### config.mk
export PLATFORM = sky130hd
export DESIGN_NAME = tick_timeout_monitor
export DESIGN_NICKNAME = d
export VERILOG_FILES = /design/src/rtl/tick_mon_pkg.sv /design/src/rtl/tick_gap_checker.sv /design/src/rtl/tick_timeout_monitor.sv
export SDC_FILE = /design/constraint.sdc
export NUM_CORES = 1
export LEC_CHECK = 0
export CAP_MARGIN = 20
export CELL_PAD_IN_SITES_DETAIL_PLACEMENT = 0
export CELL_PAD_IN_SITES_GLOBAL_PLACEMENT = 1
export CORE_ASPECT_RATIO = 1.1
export CORE_MARGIN = 10
export CORE_UTILIZATION = 38
export CTS_BUF_LIST = sky130_fd_sc_hd__clkbuf_16
export DETAILED_ROUTE_END_ITERATION = 6
export MAX_ROUTING_LAYER = met4
export PLACE_DENSITY_LB_ADDON = 0.1
export SKIP_CTS_REPAIR_TIMING = 1
export SLEW_MARGIN = 20
export SYNTH_ARGS = -nofsm -noshare
export SYNTH_HDL_FRONTEND = slang
export SYNTH_SLANG_ARGS = --single-unit
### constraint.sdc
create_clock -name clk -period 2.5 [get_ports clk]
set_clock_uncertainty 0.2 [all_clocks]
set_input_delay 0.25 -clock clk [delete_from_list [all_inputs] [get_ports clk]]
set_output_delay 0.25 -clock clk [all_outputs]
set_load 0.1 [all_outputs]
### src/rtl/tick_mon_pkg.sv
// rtl/tick_mon_pkg.sv - shared types and default constants for the tick timeout monitor
//
// Purpose: FSM state encoding and default timing constants used by
// tick_timeout_monitor and tick_gap_checker.
// Ports: none (package).

package tick_mon_pkg;

  typedef enum logic [1:0] {
    IDLE = 2'd0,
    WAIT = 2'd1,
    DONE = 2'd2,
    TMO  = 2'd3
  } state_e;

  // Generator period N+1 with N = 15000.
  localparam int unsigned TICK_GAP_MAX_D  = 15001;
  localparam int unsigned TIMEOUT_TICKS_D = 8;

endpackage

### src/rtl/tick_gap_checker.sv
// rtl/tick_gap_checker.sv - liveness and pulse-shape watchdog for the tick stream
//
// Purpose: measures clk cycles between ticks and flags a stalled tick stream
// (tick_lost) or a tick held high on two consecutive cycles (tick_dup).
// Both flags are sticky until rst_n.
// Ports:
//   clk       - clock, rising edge
//   rst_n     - asynchronous active-low reset
//   tick      - one-cycle timebase pulse
//   tick_lost - sticky, gap between ticks reached TICK_GAP_MAX
//   tick_dup  - sticky, tick seen high on two consecutive cycles

module tick_gap_checker
  import tick_mon_pkg::*;
#(
  parameter int unsigned TICK_GAP_MAX = TICK_GAP_MAX_D,
  parameter int unsigned GBITS        = 14
) (
  input  logic clk,
  input  logic rst_n,
  input  logic tick,
  output logic tick_lost,
  output logic tick_dup
);

  localparam logic [GBITS-1:0] GAP_SAT  = GBITS'(TICK_GAP_MAX);
  localparam logic [GBITS-1:0] GAP_LAST = GBITS'(TICK_GAP_MAX - 1);

  logic [GBITS-1:0] gap_cnt_q, gap_cnt_d;
  logic             tick_q;
  logic             tick_lost_q, tick_lost_d;
  logic             tick_dup_q, tick_dup_d;

  always_comb begin
    gap_cnt_d = gap_cnt_q;
    if (tick) begin
      gap_cnt_d = '0;
    end else if (gap_cnt_q != GAP_SAT) begin
      gap_cnt_d = gap_cnt_q + GBITS'(1);
    end
    // A tick arriving exactly when the gap reaches TICK_GAP_MAX-1 is still on
    // time, so a healthy generator with period TICK_GAP_MAX never trips this.
    tick_lost_d = tick_lost_q | (!tick && (gap_cnt_q == GAP_LAST));
    tick_dup_d  = tick_dup_q | (tick && tick_q);
  end

  always_ff @(posedge clk or negedge rst_n) begin
    if (!rst_n) begin
      gap_cnt_q   <= '0;
      tick_q      <= 1'b0;
      tick_lost_q <= 1'b0;
      tick_dup_q  <= 1'b0;
    end else begin
      gap_cnt_q   <= gap_cnt_d;
      tick_q      <= tick;
      tick_lost_q <= tick_lost_d;
      tick_dup_q  <= tick_dup_d;
    end
  end

  assign tick_lost = tick_lost_q;
  assign tick_dup  = tick_dup_q;

endmodule

### src/rtl/tick_timeout_monitor.sv
// rtl/tick_timeout_monitor.sv - req/ack transaction bounded by a tick count, plus tick stream watchdog
//
// Purpose: runs one req/ack transaction at a time, aborting it after
// TIMEOUT_TICKS ticks or when the tick stream is lost, and reports tick
// stream faults. All outputs are registered.
// Ports:
//   clk       - clock, rising edge
//   rst_n     - asynchronous active-low reset
//   tick      - one-cycle timebase pulse
//   start     - begin a transaction (sampled in IDLE)
//   ack       - far-side response (sampled in WAIT)
//   req       - high throughout WAIT
//   done      - one-cycle pulse, transaction acknowledged
//   timeout   - one-cycle pulse, transaction aborted
//   tick_lost - sticky, tick gap exceeded
//   tick_dup  - sticky, tick high on two consecutive cycles
//   tick_cnt  - ticks seen in the current (or last) WAIT

module tick_timeout_monitor
  import tick_mon_pkg::*;
#(
  parameter int unsigned TICK_GAP_MAX  = TICK_GAP_MAX_D,
  parameter int unsigned GBITS         = 14,
  parameter int unsigned TIMEOUT_TICKS = TIMEOUT_TICKS_D,
  parameter int unsigned TBITS         = 4
) (
  input  logic             clk,
  input  logic             rst_n,
  input  logic             tick,
  input  logic             start,
  input  logic             ack,
  output logic             req,
  output logic             done,
  output logic             timeout,
  output logic             tick_lost,
  output logic             tick_dup,
  output logic [TBITS-1:0] tick_cnt
);

  localparam logic [TBITS-1:0] CNT_LAST = TBITS'(TIMEOUT_TICKS - 1);

  state_e           state_q, state_d;
  logic             req_q, req_d;
  logic             done_q, done_d;
  logic             timeout_q, timeout_d;
  logic [TBITS-1:0] tick_cnt_q, tick_cnt_d;
  logic             lost;

  tick_gap_checker #(
    .TICK_GAP_MAX (TICK_GAP_MAX),
    .GBITS        (GBITS)
  ) u_gap (
    .clk       (clk),
    .rst_n     (rst_n),
    .tick      (tick),
    .tick_lost (lost),
    .tick_dup  (tick_dup)
  );

  always_comb begin
    state_d    = state_q;
    tick_cnt_d = tick_cnt_q;
    case (state_q)
      IDLE: begin
        if (start) begin
          state_d    = WAIT;
          tick_cnt_d = '0;
        end
      end
      WAIT: begin
        // ack outranks everything, including an expiring tick on the same edge;
        // a lost tick stream aborts before the tick count is considered.
        if (ack) begin
          state_d = DONE;
        end else if (lost) begin
          state_d = TMO;
        end else if (tick) begin
          tick_cnt_d = tick_cnt_q + TBITS'(1);
          if (tick_cnt_q == CNT_LAST) begin
            state_d = TMO;
          end
        end
      end
      DONE:    state_d = IDLE;
      TMO:     state_d = IDLE;
      default: state_d = IDLE;
    endcase
    // Outputs are decoded from the next state so they line up with state_q.
    req_d     = (state_d == WAIT);
    done_d    = (state_d == DONE);
    timeout_d = (state_d == TMO);
  end

  always_ff @(posedge clk or negedge rst_n) begin
    if (!rst_n) begin
      state_q    <= IDLE;
      req_q      <= 1'b0;
      done_q     <= 1'b0;
      timeout_q  <= 1'b0;
      tick_cnt_q <= '0;
    end else begin
      state_q    <= state_d;
      req_q      <= req_d;
      done_q     <= done_d;
      timeout_q  <= timeout_d;
      tick_cnt_q <= tick_cnt_d;
    end
  end

  assign req       = req_q;
  assign done      = done_q;
  assign timeout   = timeout_q;
  assign tick_lost = lost;
  assign tick_cnt  = tick_cnt_q;

  a_done_tmo_excl: assert property (@(posedge clk) disable iff (!rst_n)
    !(done_q && timeout_q));

  a_req_only_wait: assert property (@(posedge clk) disable iff (!rst_n)
    req_q |-> (state_q == WAIT));

`ifdef FORMAL
  // A live tick stream (no loss) bounds every WAIT by TIMEOUT_TICKS periods.
  m_tick_alive: assume property (@(posedge clk) disable iff (!rst_n) !lost);

  a_req_live: assert property (@(posedge clk) disable iff (!rst_n)
    req_q |-> s_eventually (done_q || timeout_q));
`endif

endmodule

==> flow_summary.yaml <==
logic_synthesis:
  synth-main-ff-cell: "dfrtp_1"
  ys_top_cells_by_count: "dfrtp_1 (26), nand2_1 (9), a21oi_1 (8)"
  synth_warnings: 0
  synth_top_area_cell: "dfrtp_1"
  synth_cell_types: 36
  synth_area_sq_um: 1330
  synthArstFlopShare: 1.00
  yosysTopAreaCellShare: 0.488
  ys_ff_latch: 26
  synth.most_common_cell: "dfrtp_1"
  synth_fp_nets: 137
  postSynthAreaPerCell_sq_um: 10.4
  synthTopCellsByArea: "dfrtp_1 (49%), ha_1 (3.8%), a21oi_1 (3.0%)"
  ys_seq_area_frac: 0.488
  netlist_instances: 128
  synth_edf_count: 0
grt:
  grt_pass1_vias: 1089
  grt_max_degree: 27
  grt-ovfl-total: 0
  grtUsageTotal: 0.0985
  grt_pass1_wl_um: 4940
  antenna_found_initial: 0
detailed_routing:
  vias_per_cell: 5.35
  firstDrtPassIters: 4
  drc: 0
  wl_per_cell_um: 14.3
  vias: 1022
  wirelength_um: 2740
  first_iter_violations: 57
  antenna_left: 0
cts:
  clockRootBuffer: "clkbuf_16"
  numCtsBuffers: 3
  htree_levels: 1
  clk_latency_ns: 0.26
  cts_num_sinks: 26
  clkTransAtPathRegs_ns: 0.06
  cts_tree: "done"
  cts_buffer_depth: 2
power_and_ir_drop:
  swShare: 0.389
  p_clk_frac: 0.279
  p_comb_frac: 0.320
  switching_power_mw: 0.494
  p_int_mw: 0.775
  power_density_nw_per_um2: 812
  finalPower_mw: 1.27
  power_leakage_nw: 0.686
  ir_drop_v: 0.000493
  seq_power_share: 0.401
timing:
  setup_viol: 0
  hold_viol_final: 0
  fin_setup_tns_ns: 0
  slew_viol_final: 0
  rsz0062_at_grt: "false"
  post-route-period-util: 0.749
  max_freq_mhz: 534
  timing.max_slew.rel_slack: 0.680
  fin_crit_ns: 1.87
  fin_hold_ws_ns: 0.159
  worst_pin_slew_ns: 0.479
cells_and_area:
  fill_cells: 340
  area_delta_synth_final_pct: 17.4
  drive_above_1_share: 0.161
  multi_input_area_sq_um: 629
  area.sequential_sq_um: 651
  nets: 153
  design_area_sq_um: 1560
  antenna_cells: 0
  instances_no_fill: 191
run_status:
  outcome: "complete, no violations"
min_path:
  hp-class: "in2async"
setup_path:
  critPathKind: "reg2reg"
  crit_chain: "or4_4, nor4_4, mux2_2"
  endpoint_kind: "flop"
  cp.arrival_ns: 1.82
  critPathMaxFanout: 9
  cpPeakStageDelay_ns: 0.54
  start_kind: "flop"
  cpMaxStageDelayCell: "or4_4"
  startpoint: "u_gap.gap_cnt_q[2]$_DFFE_PN0P_"
  cp.required_ns: 2.45
  timing.rr.start: "u_gap.gap_cnt_q[2]$_DFFE_PN0P_"
die:
  num_rows: 22
  core_area_sq_um: 3360
  dieWidth_um: 76.5
  ioPinCount: 14
  fp.dieH_um: 82.1
  die_area_sq_um: 6280
  start_util: 0.397
place:
  gp_congestion: 0.745
  placedCellCount: 187
  port_buffers: 13
  dp_hpwl_um: 2000
  dpl_cell_area_sq_um: 1490
flow_run:
  cap_violations: 0
-- kinds of logic after synthesis --
kind of cell | Yosys count | synth area share
compound gates | 22 | 0.103
xor+xnor | 2 | 0.0131
fa+ha+maj | 4 | 0.0376
buf+inv | 10 | 0.0394
flops | 26 | 0.488
mux | 6 | 0.0469
simple gates | 58 | 0.271
-- power by group through the flow --
stage | clock (mW) | combinational (mW) | sequential [mW]
2_1_floorplan | 0 | 0.0977 | 0.728
3_3_place_gp | 0 | 0.412 | 0.515
3_5_place_dp | 0 | 0.412 | 0.517
4_1_cts | 0.366 | 0.412 | 0.510
5_1_grt | 0.384 | 0.434 | 0.518
6_report | 0.354 | 0.406 | 0.509
-- flip-flops by register name, indices dropped and copies added (netlist names) --
register,count
done,1
tick_cnt,4
state_q,2
timeout,1
u_gap.tick_q,1
req,1
u_gap.gap_cnt_q,14
u_gap.tick_lost,1
u_gap.tick_dup,1
-- through the flow --
step                 util  worst slack, ns
CTS                 0.466            0.606
floorplan               -            0.489
global route        0.466            0.472
finish              0.466            0.627
detailed placement  0.442            0.628
global placement    0.442            0.611
-- layout make-up --
class                           count  share of cell area
Clock buffer                        3              0.0480
Clock inverter                      1             0.00240
Inverter                            6              0.0144
Multi-Input combinational cell     92               0.402
Sequential cell                    26               0.416
Tap cell                           48              0.0384
Timing Repair Buffer               15              0.0784
-- placed cells by master, fill, tap and decap left out, drive strengths merged, types with 5 or more instances in the layout --
master,instances
a21oi,8
buf,11
dfrtp,26
inv,6
nand2,9
nand3,7
nor2,7
or3,5
or4,5
-- metal layers --
metal	track usage	wire length, um	vias to the layer above
li1	-	-	496
met1	0.103	1210	506
met2	0.178	1410	16
met3	0.0184	76	4
met4	0.0502	42	0
met5	-	0	-
-- critical path: cells and delay by family, from the launching register on --
| kind | cells | cell delay, ns |
|---|---|---|
| flip-flops | 1 | 0.47 |
| multiplexers | 1 | 0.36 |
| AND/OR/NAND/NOR | 2 | 0.72 |
-- path summary, 6_finish.rpt --
kind	endpoint	slack [ns]	cells after the start
setup / recovery	u_gap.gap_cnt_q[0]$_DFFE_PN0P_	0.63	3
hold / removal	u_gap.gap_cnt_q[9]$_DFFE_PN0P_	0.16	2
setup reg to reg	u_gap.gap_cnt_q[0]$_DFFE_PN0P_	0.63	3
hold reg to reg	u_gap.tick_dup$_DFF_PN0_	0.26	1
max in group asynchronous	u_gap.gap_cnt_q[2]$_DFFE_PN0P_	1.69	2
min in group clk	u_gap.tick_dup$_DFF_PN0_	0.26	1
Note: power is estimated with default switching activity, not from simulation.
